===== config.mk =====
export PLATFORM = sky130hd
export DESIGN_NAME = axis_bitstream_decim
export DESIGN_NICKNAME = d
export VERILOG_FILES = /design/src/rtl/axis_bitstream_decim.sv
export SDC_FILE = /design/constraint.sdc
export NUM_CORES = 1
export LEC_CHECK = 0
export ABC_CLOCK_PERIOD_IN_PS = 12100
export BUFFER_PORTS_ARGS = -buffer_cell sky130_fd_sc_hd__buf_2
export CAP_MARGIN = 5
export CORE_MARGIN = 1
export CORE_UTILIZATION = 60
export CTS_CLUSTER_DIAMETER = 40
export DETAILED_ROUTE_END_ITERATION = 10
export PLACE_DENSITY = 0.9
export SETUP_SLACK_MARGIN = 0.3
export SLEW_MARGIN = 30
export SYNTH_ARGS = -nofsm -noshare
export SYNTH_HDL_FRONTEND = slang
export SYNTH_SLANG_ARGS = --single-unit

===== constraint.sdc =====
create_clock -name aclk -period 12.1 [get_ports aclk]
set_clock_uncertainty 0.05 [all_clocks]
set_input_delay 1.21 -clock aclk [delete_from_list [all_inputs] [get_ports aclk]]
set_output_delay 1.21 -clock aclk [all_outputs]
set_load 0.01 [all_outputs]

===== src/rtl/axis_bitstream_decim.sv =====
// axis_bitstream_decim: second-order CIC (sinc^2) decimator. It turns a 1-bit
// density stream into WIDTH-bit unsigned PCM, producing one sample per
// 2^DECIM_LOG2 accepted bits. Both AXI-Stream sides support backpressure.
// Optional build macro DECIM_WARMUP_MASK_EN hides the two comb warm-up frames
// after reset.
module axis_bitstream_decim #(
    parameter int WIDTH      = 16,
    parameter int DECIM_LOG2 = 4
) (
    input  logic             aclk,
    input  logic             arst,
    input  logic             s_axis_data_tdata,
    input  logic             s_axis_data_tvalid,
    output logic             s_axis_data_tready,
    output logic [WIDTH-1:0] m_axis_data_tdata,
    output logic             m_axis_data_tvalid,
    input  logic             m_axis_data_tready
);

    // Integrators and combs are narrow on purpose. The true comb output lies in
    // 0..R^2, so modular wrap at N bits recovers it exactly.
    localparam int N  = 2*DECIM_LOG2 + 1;
    localparam int SH = WIDTH - 2*DECIM_LOG2;
    localparam logic [DECIM_LOG2-1:0] PHASE_LAST = '1;
    localparam logic [N-1:0]          R_SQ       = N'(1) << (2*DECIM_LOG2);

    // Scale the comb output to full WIDTH. R^2 (an all-ones input frame) would
    // overflow by one LSB, so it is pinned to full scale.
    function automatic logic [WIDTH-1:0] sat_scale(input logic [N-1:0] c);
        logic [WIDTH+N-1:0] wide;
        wide = {{WIDTH{1'b0}}, c} << SH;
        if (c >= R_SQ)
            return '1;
        return wide[WIDTH-1:0];
    endfunction

    logic [N-1:0]            i1_p0, i2_p0;
    logic [DECIM_LOG2-1:0]   phase_p0;
    logic [N-1:0]            s_d_p1, c1_d_p1;
    logic [WIDTH-1:0]        out_data_p2;
    logic                    vld_p2;

    logic                    frame_end, accept, load, show;
    logic [N-1:0]            bit_ext, s_sum, c1, c2;

    assign frame_end          = (phase_p0 == PHASE_LAST);
    // Stall only the beat that would complete a frame while the previous
    // sample still sits unclaimed in the output register.
    assign s_axis_data_tready = ~(frame_end & vld_p2 & ~m_axis_data_tready);
    assign accept             = s_axis_data_tvalid & s_axis_data_tready;
    assign load               = accept & frame_end;

    assign bit_ext = {{(N-1){1'b0}}, s_axis_data_tdata};
    assign s_sum   = i2_p0 + i1_p0;
    assign c1      = s_sum - s_d_p1;
    assign c2      = c1 - c1_d_p1;

`ifdef DECIM_WARMUP_MASK_EN
    logic [1:0] warm_p1;

    assign show = warm_p1[1];

    // Count the two warm-up frames after reset; saturates once at 2.
    always_ff @(posedge aclk) begin
        if (arst)
            warm_p1 <= 2'd0;
        else if (load && !warm_p1[1])
            warm_p1 <= warm_p1 + 2'd1;
    end
`else
    assign show = 1'b1;
`endif

    // --- stage p0: integrators and frame phase, advance on every accepted bit
    always_ff @(posedge aclk) begin
        if (arst) begin
            i1_p0    <= '0;
            i2_p0    <= '0;
            phase_p0 <= '0;
        end else if (accept) begin
            i1_p0    <= i1_p0 + bit_ext;
            i2_p0    <= s_sum;
            phase_p0 <= phase_p0 + DECIM_LOG2'(1);
        end
    end

    // --- stage p1: comb delay lines, updated once per frame
    always_ff @(posedge aclk) begin
        if (arst) begin
            s_d_p1  <= '0;
            c1_d_p1 <= '0;
        end else if (load) begin
            s_d_p1  <= s_sum;
            c1_d_p1 <= c1;
        end
    end

    // --- stage p2: output register; a new load wins over a same-cycle drain
    always_ff @(posedge aclk) begin
        if (arst) begin
            out_data_p2 <= '0;
            vld_p2      <= 1'b0;
        end else if (load && show) begin
            out_data_p2 <= sat_scale(c2);
            vld_p2      <= 1'b1;
        end else if (vld_p2 && m_axis_data_tready) begin
            vld_p2      <= 1'b0;
        end
    end

    assign m_axis_data_tdata  = out_data_p2;
    assign m_axis_data_tvalid = vld_p2;

endmodule


== After elaboration in Yosys (flattened, before gate mapping) ==
Cells that the tools add are included.
W data, S select, Z words.
Word-level totals
  register bits: 57
  output and inout bits: 18
Cells by class
  $add $sub $neg: 5
  $lt $le $gt $ge: 1
  equal/unequal tests: 1
  muxes and demuxes: 7
  bitwise gates (word level): 6
  reduce and logical (&&, ||, !) cells: 2
Operators by type and width (number)
  $mux W16: 2
  $sub A9 B9 Y9: 2
  $add A9 B1 Y9: 1
  $add A9 B9 Y9: 1
  $ge A9 B9 Y1 const B: 1
  $mux W1: 5
  $add A4 B1 Y4 const B: 1
  $and A1 B1 Y1: 4
  $eq A4 B4 Y1 const B: 1
  $not A1 Y1: 2
  $reduce_bool A2 Y1: 1
  $logic_and A1 B1 Y1: 1

== Depth between registers and ports, before layout ==
Gate-level depths: netlist of run 1.
  word-level depth: 9
  mapped depth: 20
  mapped depth without buffers: 20

== Worst setup path before layout of run 1 ==
OpenSTA, ideal clock, no wires.
  path type: register to register
  start: register i1_p0[0]
  end: register out_data_p2[13], in the netlist m_axis_data_tdata[13]
  arrival time: 3.744 ns
  path slack: 8.165 ns
  cell stages (with the launch flop): 19
  path buffers: 0
  cell sequence: dfxtp_1 > ha_1 > inv_1 > fa_1 > inv_1 > ha_1 > nor2b_1 > o21ai_0 > a21boi_0 > o21a_1 > or3_1 > and2_1 > ha_1 > o21a_1 > a21oi_1 > a21oi_1 > xor2_1 > xnor2_2 > a311oi_1
On the way
  cells in the longest elaborated chain, start to end: 8
Ends and longest elaborated chain
  from (decl): line 37  | logic [N-1:0] i1_p0, i2_p0;
  from (signal assigned): line 81  | i1_p0 <= i1_p0 + bit_ext;
  $add A9 B9 Y9 (*): line 54  | assign s_sum = i2_p0 + i1_p0;
  named net s_sum[1]: line 44  | logic [N-1:0] bit_ext, s_sum, c1, c2;
  $sub A9 B9 Y9 (*): line 55  | assign c1 = s_sum - s_d_p1;
  named net c1[5]: line 44
  $sub A9 B9 Y9 (*): line 56  | assign c2 = c1 - c1_d_p1;
  $ge A9 B9 Y1: line 32  | if (c >= R_SQ)
  $mux W1: line 32
  $mux W1: line 103  | end else if (load && show) begin
  $mux W1: line 100  | if (arst) begin
  $mux W16 (*): line 34  | return wide[WIDTH-1:0];
  to (signal assigned): line 104  | out_data_p2 <= sat_scale(c2);
  to (decl): line 40  | logic [WIDTH-1:0] out_data_p2;
The timed path passes the listed nets; every way through them passes the cells marked *. The select of a mux whose other input is x is not followed.
A chain may end at the register's enable or synchronous reset.

== Final worst setup path of run 1 ==
  start: register i1_p0[0]
  end: register out_data_p2[8], in the netlist m_axis_data_tdata[8]
On the way
  cells in the longest elaborated chain, start to end: 8
Ends and longest elaborated chain (line)
  $add A9 B9 Y9: 54
  named net s_sum[1]: 44
  $sub A9 B9 Y9: 55
  named net c1[5]: 44
  $sub A9 B9 Y9: 56
  $ge A9 B9 Y1: 32
  $mux W1: 32
  $mux W1: 103
  $mux W1: 100
  $mux W16: 34
The timed path passes the listed nets, and every way through them passes these cells. The select of a mux whose other input is x is not followed.

==> results of run 1 <==
-- cells in the mapped netlist (2+ instances only) --
cell type	n	area [sq um]
nand2_1	55	206
dfxtp_1	50	1000
a21oi_1	34	170
nor2_1	32	120
ha_1	27	338
inv_1	25	93.8
xnor2_1	15	131
clkbuf_1	11	41.3
xor2_1	11	96.3
o21ai_0	9	45.0
a311oi_1	7	61.3
buf_4	7	52.6
a211oi_1	6	45.0
or3_1	6	37.5
a21o_1	5	37.5
nand4_1	5	31.3
o21a_1	5	37.5
nand3b_1	4	30.0
nor3_1	4	20.0
buf_1	3	11.3
fa_1	3	60.1
nand2b_1	3	18.8
or2_2	3	18.8
xnor2_2	3	48.8
a31oi_1	2	12.5
and2_1	2	12.5
nand3_1	2	10.0
nor2b_1	2	12.5
o21bai_1	2	15.0
o311ai_0	2	17.5
o31ai_1	2	15.0
-- area by class of cell --
| class | count | area share (%) |
|---|---|---|
| timing repair buffer | 23 | 3.73 |
| inverter | 25 | 2.92 |
| multi-input combinational | 266 | 56.3 |
| clock buffer | 5 | 2.14 |
| sequential | 50 | 31.1 |
| clock inverter | 3 | 1.24 |
| tap | 67 | 2.60 |
-- state kept, by name, indices dropped and copies added (netlist names) --
signal and flops:
c1_d_p1 9, i1_p0 9, i2_p0 9, m_axis_data_tdata 9
s_d_p1 9, phase_p0 4, m_axis_data_tvalid 1
-- power by group through the flow --
| stage | sequential [mW] | combinational, mW | clock (mW) |
|---|---|---|---|
| after floorplan | 0.171 | 0.0350 | 0 |
| after global placement | 0.171 | 0.0407 | 0 |
| after detailed placement | 0.171 | 0.0422 | 0 |
| after CTS | 0.167 | 0.0427 | 0.120 |
| after global routing | 0.168 | 0.0486 | 0.127 |
| final | 0.167 | 0.0426 | 0.119 |
-- per-stage QoR --
stage / utilization (%) / instance area, sq um / setup WS (ns) / power [mW]
2_1_floorplan: - / 3010 / 8.17 / 0.206
3_3_place_gp: 64.9 / 3110 / 7.85 / 0.212
3_5_place_dp: 64.9 / 3110 / 7.73 / 0.213
4_1_cts: 67.2 / 3220 / 7.70 / 0.330
5_1_grt: 67.2 / 3220 / 7.34 / 0.343
6_report: 67.2 / 3220 / 7.72 / 0.329
-- logic make-up after synthesis --
kind of cell / Yosys count
XOR/XNOR: 29
buffers and inverters: 47
AND/OR/NAND/NOR: 124
adder cells (fa/ha/maj): 30
AO/OA/AOI/OAI: 83
flip-flops: 50
-- worst register-to-register path, stage by stage, from the launching register on --
cell      delay [ns]
dfxtp_1         0.38
ha_1            0.19
inv_1           0.06
fa_1            0.58
inv_1           0.09
ha_1            0.27
nor2b_1         0.12
o21ai_0         0.21
a21boi_0        0.16
o21a_1          0.21
or3_1           0.32
and2_1          0.17
ha_1            0.32
o21a_1          0.12
a21oi_1         0.22
a21oi_1         0.11
xor2_1          0.17
xnor2_2         0.35
a311oi_1        0.16
-- per-layer routing --
layer | up-vias | routed length, um | GRT usage (%)
li1 | 1253 | - | -
met2 | 31 | 2730 | 43.2
met4 | 0 | 127 | 11.3
met3 | 14 | 111 | 4.14
met1 | 1129 | 2520 | 25.4
met5 | - | 0 | 0
-- worst max path at each step --
stage / start / to / slack, ns / depth (start not counted)
floorplan: i1_p0[0]$_SDFFE_PP0P_ / m_axis_data_tdata[13]$_SDFFE_PP0P_ / 8.17 / 18
global placement: i1_p0[0]$_SDFFE_PP0P_ / m_axis_data_tdata[8]$_SDFFE_PP0P_ / 7.85 / 18
detailed placement: i1_p0[0]$_SDFFE_PP0P_ / m_axis_data_tdata[8]$_SDFFE_PP0P_ / 7.73 / 18
CTS: i1_p0[0]$_SDFFE_PP0P_ / m_axis_data_tdata[8]$_SDFFE_PP0P_ / 7.70 / 18
global route: i1_p0[0]$_SDFFE_PP0P_ / m_axis_data_tdata[12]$_SDFFE_PP0P_ / 7.34 / 18
finish: i1_p0[0]$_SDFFE_PP0P_ / m_axis_data_tdata[8]$_SDFFE_PP0P_ / 7.72 / 18
==> metrics.md, run 1 <==
| Metric | Value |
|---|---|
| Status | finished, final reports clean |
| Global-route wire length before repair | 9.66 mm |
| Post-DP HPWL | 3.79 mm |
| #FFs+latches synth | 50 |
| Clock Path Buffers | 2 |
| Slowest CP cell | fa_1 |
| Async S/R FF share, synth | 0% |
| Crit Path Category | flop to flop |
| Most common cell type on the critical path | ha_1 |
| Number of core rows | 25 |
| Dpl cells | 431 |
| CTS Sinks | 50 |
| Core Footprint | 4790 sq um |
| Chip height | 72.9 um |
| Commonest non-fill, non-tap cell in the layout | nand2_1 |
| FF+latch area | 1000 sq um |
| EDFF count, synth | 0 |
| CP max FO | 9 |
| Via count | 2427 |
| Placer Congestion | 0.750 |
| H-tree levels | 2 |
| TNS Setup | 0 ns |
| Most frequent cells in the layout | 55 x nand2_1, 50 x dfxtp_1, 34 x a21oi_1 |
| Worst vdd ir | 0.0675 mV |
| Worst Tran Pin Value | 0.758 ns |
| PD cells | 102 nW/um^2 |
| Final WL | 5.49 mm |
| Net switching power | 83.8 uW |
| Main combinational cell family by area after synthesis | simple AND/OR/NAND/NOR gates |
| Largest net degree at the start of global routing | 57 |
| TritonCTS Buffers | 5 |
| Pleak | 1.27 nW |
| Final std cells w/o fill | 439 |
| Syn nets | 398 |
| CTS-repair resized insts | 0 |
| CTS tree | yes |
| # Max-Cap Violations | 0 |
| Area of the multi-input gates | 1810 sq um |
| Switching Fraction | 25.5% |
| Crit-path cells | ha_1 > inv_1 > fa_1 > inv_1 > ha_1 > nor2b_1 > o21ai_0 > a21boi_0 > o21a_1 > or3_1 > and2_1 > ha_1 > o21a_1 > a21oi_1 > a21oi_1 > xor2_1 > xnor2_2 > a311oi_1 |
| CP top delay family | adder cells |
| Path depth of the worst reg2reg path | 18 |
| WL/cell | 12.5 um |
| Fin. max-slew vios | 0 |
| Initial drt markers | 58 |
| Setup slack, reg-to-reg | 7.72 ns |
| Gate Count Post-Synth | 363 |
| Vias in the first global route | 2309 |
| Mapped Avg Cell Area | 8.30 sq um |
| Synthesis Warnings | 0 |
| Clk root buf | clkbuf_8 |
| Worst hold path depth | 2 |
| Top-Level Pins | 23 |
| Hold EP | s_d_p1[5]$_SDFFE_PP0P_ |
| CP endpoint kind | flop |
| Comb pwr share | 13.0% |
| Period utilization | 36.2% |
| First-pass iteration count of the detailed router | 6 |
| Startpoint types | flop |
| Setup violations, final | 0 |
| Die area | 5310 sq um |
| Fmax | 228 MHz |
| Initial core utilization | 63.0% |
| Slew headroom | 49.5% |
| Vias per inst | 5.53 |
| Synth Area in XOR/XNOR | 9.18% |
| GRT Total Usage | 23.3% |
| Max incr delay on CP | 0.58 ns |
| Chip width | 72.9 um |
| Top_reg_cell synth | dfxtp_1 |
| Hold Slack | 0.411 ns |
| DRC | 0 |
| Synthesized cell area | 3010 sq um |
| Register area share after synthesis | 33.2% |
| Synth cell types | 47 |
| Critical path arrival | 4.52 ns |
| CTS Hold Buffers Added | 0 |
| Clock Latency Late Sink | 0.31 ns |
| Worst Path Required | 12.23 ns |
| Synthesis-to-finish area growth | 6.81% |
| Final net count | 406 |
| Share of cells above drive strength 1 | 12.4% |
| Fillers | 400 |
| Post-CTS Setup Inserts | 0 |
| Final hold violations | 0 |
| Register share of total power | 50.9% |
| IO Port Bufs | 22 |
| Min-delay src | s_d_p1[5]$_SDFFE_PP0P_ |
| Post-Synth Simple-Gate Area | 19.4% |
| Final min period | 4.38 ns |
| Internal Pwr Total | 245 uW |
| Routed Antenna Nets | 0 |
| Initial antenna violation count | 0 |
| Total grt overflow | 0 |
| Clk pwr share | 36.1% |
| Post-Synth Adder-Cell Area | 13.2% |
| Diodes inserted | 0 |
| RR Startpoint | i1_p0[0]$_SDFFE_PP0P_ |
| Buf/Inv on CP | 2 |
| End of the worst register-to-register path | m_axis_data_tdata[8]$_SDFFE_PP0P_ |
| Synth Area in Compound Gates | 18.3% |
| Worst Hold Class | flop to flop |
| CTS clk-pin slew, worst paths | 0.10 ns |
| RSZ-0062 raised after global routing | false |
| Multiplexer share of the synthesized area | 0% |
Power figures use the tool's default switching activity.
==> run 2, diff against run 1 <==
ABC_CLOCK_PERIOD_IN_PS = 4300   (was 12100)
clock period = 4.3 ns   (was 12.1 ns; I/O delays follow)
==> metrics.md, run 2 (synthesized netlist as in run 1, its figures left out) <==
| Metric | Value |
|---|---|
| Status | finished, final reports clean |
| GRT Total Usage | 24.0% (+0.78 points) |
| Chip height | 72.9 um (unchanged) |
| CTS Sinks | 50 (unchanged) |
| CP max FO | 5 (-4) |
| Final worst slack | 0.322 ns (-7.40 ns) |
| Routed Antenna Nets | 0 (unchanged) |
| Post-DP HPWL | 3.98 mm (+5.0%) |
| Final hold violations | 0 (unchanged) |
| First-pass iteration count of the detailed router | 4 (-2) |
| Pleak | 1.41 nW (+11%) |
| Synthesis-to-finish area growth | 17.9% |
| Core Footprint | 4790 sq um (unchanged) |
| Placer Congestion | 0.760 (+1.4%) |
| Most common cell type on the critical path | xnor2_2 |
| Clk root buf | clkbuf_8 |
| Slowest CP cell | dfxtp_2 |
| Final net count | 422 (+3.9%) |
| Final WL | 6.60 mm (+20%) |
| WL/cell | 14.5 um (+16%) |
| Area of the multi-input gates | 2040 sq um (+13%) |
| Slew headroom | 44.5% (-5.0 points) |
| Fillers | 325 (-19%) |
| Initial drt markers | 90 (+55%) |
| Final std cells w/o fill | 455 (+3.6%) |
| Most frequent cells in the layout | 53 x nand2_1, 47 x dfxtp_1, 30 x nor2_1 |
| Clock Latency Late Sink | 0.31 ns (about the same) |
| PD cells | 262 nW/um^2 (+160%) |
| Worst Tran Pin Value | 0.832 ns (+0.0745 ns) |
| Setup slack at placement | -0.00496 ns (-7.74 ns) |
| Worst Path Required | 4.46 ns (-7.77 ns) |
| Commonest non-fill, non-tap cell in the layout | nand2_1 |
| Fmax | 251 MHz (+10%) |
| Setup violations, final | 0 (unchanged) |
| Global-route wire length before repair | 9.94 mm (+2.9%) |
| Layout Utilization | 74.2% (+7.0 points) |
| Chip width | 72.9 um (unchanged) |
| DRC | 0 (unchanged) |
| Total grt overflow | 0 (unchanged) |
| Worst Hold Class | input pin to flop |
| Diodes inserted | 0 (unchanged) |
| CP endpoint kind | flop |
| Critical path arrival | 4.14 ns (-0.38 ns) |
| CTS tree | yes |
| Crit-path cells | ha_4 > inv_2 > fa_2 > nor2b_4 > o21ai_1 > and2b_1 > xnor2_2 > ha_4 > a21o_1 > nand2_2 > nand2_2 > nor2_4 > xnor2_2 > ha_1 > or2_4 > a21oi_2 > a21oi_2 > xor2_2 > xnor2_2 > buf_6 > a311oi_1 |
| Initial core utilization | 63.0% (unchanged) |
| TritonCTS Buffers | 5 (unchanged) |
| Die area | 5310 sq um (unchanged) |
| Clock Path Buffers | 2 (unchanged) |
| CTS clk-pin slew, worst paths | 0.09 ns (about the same) |
| Initial antenna violation count | 0 (unchanged) |
| IO Port Bufs | 22 (unchanged) |
| Crit Path Category | flop to flop |
| Final min period | 3.98 ns (-0.404 ns) |
| Worst vdd ir | 0.184 mV (+170%) |
| Period utilization | 92.5% (+56 points) |
| Share of cells above drive strength 1 | 25.3% (+13 points) |
| RSZ-0062 raised after global routing | true |
| Via count | 2584 (+6.5%) |
| Number of core rows | 25 (unchanged) |
| FF+latch area | 1000 sq um (+0.37%) |
| TNS Setup | 0 ns (unchanged) |
| Largest net degree at the start of global routing | 57 (unchanged) |
| Startpoint types | flop |
| Vias per inst | 5.68 (+2.7%) |
| Top-Level Pins | 23 (unchanged) |
| Vias in the first global route | 2391 (+3.6%) |
| H-tree levels | 2 (unchanged) |
| Dpl cells | 434 (+0.70%) |
| Fin. max-slew vios | 0 (unchanged) |
| Max incr delay on CP | 0.37 ns (-0.21 ns) |
| # Max-Cap Violations | 0 (unchanged) |
==> run 2: where the power goes <==
part | leakage, nW | total, mW | internal (mW) | switching [mW]
registers | 0.405 | 0.472 | 0.467 | 0.00458
logic | 0.959 | 0.179 | 0.0851 | 0.0938
clock network | 0.0452 | 0.279 | 0.115 | 0.163
total | 1.41 | 0.929 | 0.668 | 0.262
==> run 2: final timing paths <==
| path | from | to | slack, ns | depth (start not counted) |
|---|---|---|---|---|
| setup / recovery | i2_p0[0]$_SDFFE_PP0P_ | m_axis_data_tdata[15]$_SDFFE_PP0P_ | 0.32 | 21 |
| hold / removal | m_axis_data_tready | m_axis_data_tvalid$_SDFFE_PP0P_ | 0.38 | 3 |
| setup reg to reg | i2_p0[0]$_SDFFE_PP0P_ | m_axis_data_tdata[15]$_SDFFE_PP0P_ | 0.32 | 21 |
| hold reg to reg | c1_d_p1[5]$_SDFFE_PP0P_ | c1_d_p1[5]$_SDFFE_PP0P_ | 0.41 | 2 |
==> run 2: timing repair <==
action | 4_1_cts | 5_1_grt
pin swaps | 16 | 15
setup buffers | 8 | 4
gates resized for setup | 27 | 23
gates cloned | 1 | 0
hold buffers | 0 | 0
setup endpoints to repair | 9 | 9
==> run 2: worst max-delay path: cells and delay by family (launching register included) <==
kind | cells | cell delay, ns
AOI/OAI and AO/OA | 5 | 0.67
xor gates and xnor gates | 4 | 0.67
buffers and inverters | 2 | 0.19
DFF | 1 | 0.37
adders and majority gates | 4 | 1.05
and+or+nand+nor | 6 | 0.87
==> run 2: area by class of cell <==
class / count / share of cell area (%)
multi-input cells: 266 / 57.4
flip-flops and latches: 50 / 28.3
repair buffers: 39 / 6.87
inverters: 25 / 2.64
well taps: 67 / 2.36
clock buffers: 6 / 2.04
clock inverters: 2 / 0.388
==> run 2: per-stage QoR <==
step                power [mW]  area [sq um]  hold WS, ns
CTS                      0.908          3390        0.377
floorplan                0.579          3010        0.386
finish                   0.929          3550        0.384
global route             0.967          3550        0.414
detailed placement       0.603          3130        0.397
global placement         0.597          3130        0.391
==> run 2: metal layers <==
metal	GRT usage, %	vias up	routed length, um
met2	45.3	51	3470
met4	9.80	0	120
met3	5.94	13	165
met1	25.4	1243	2850
met5	0	-	0
li1	-	1277	-
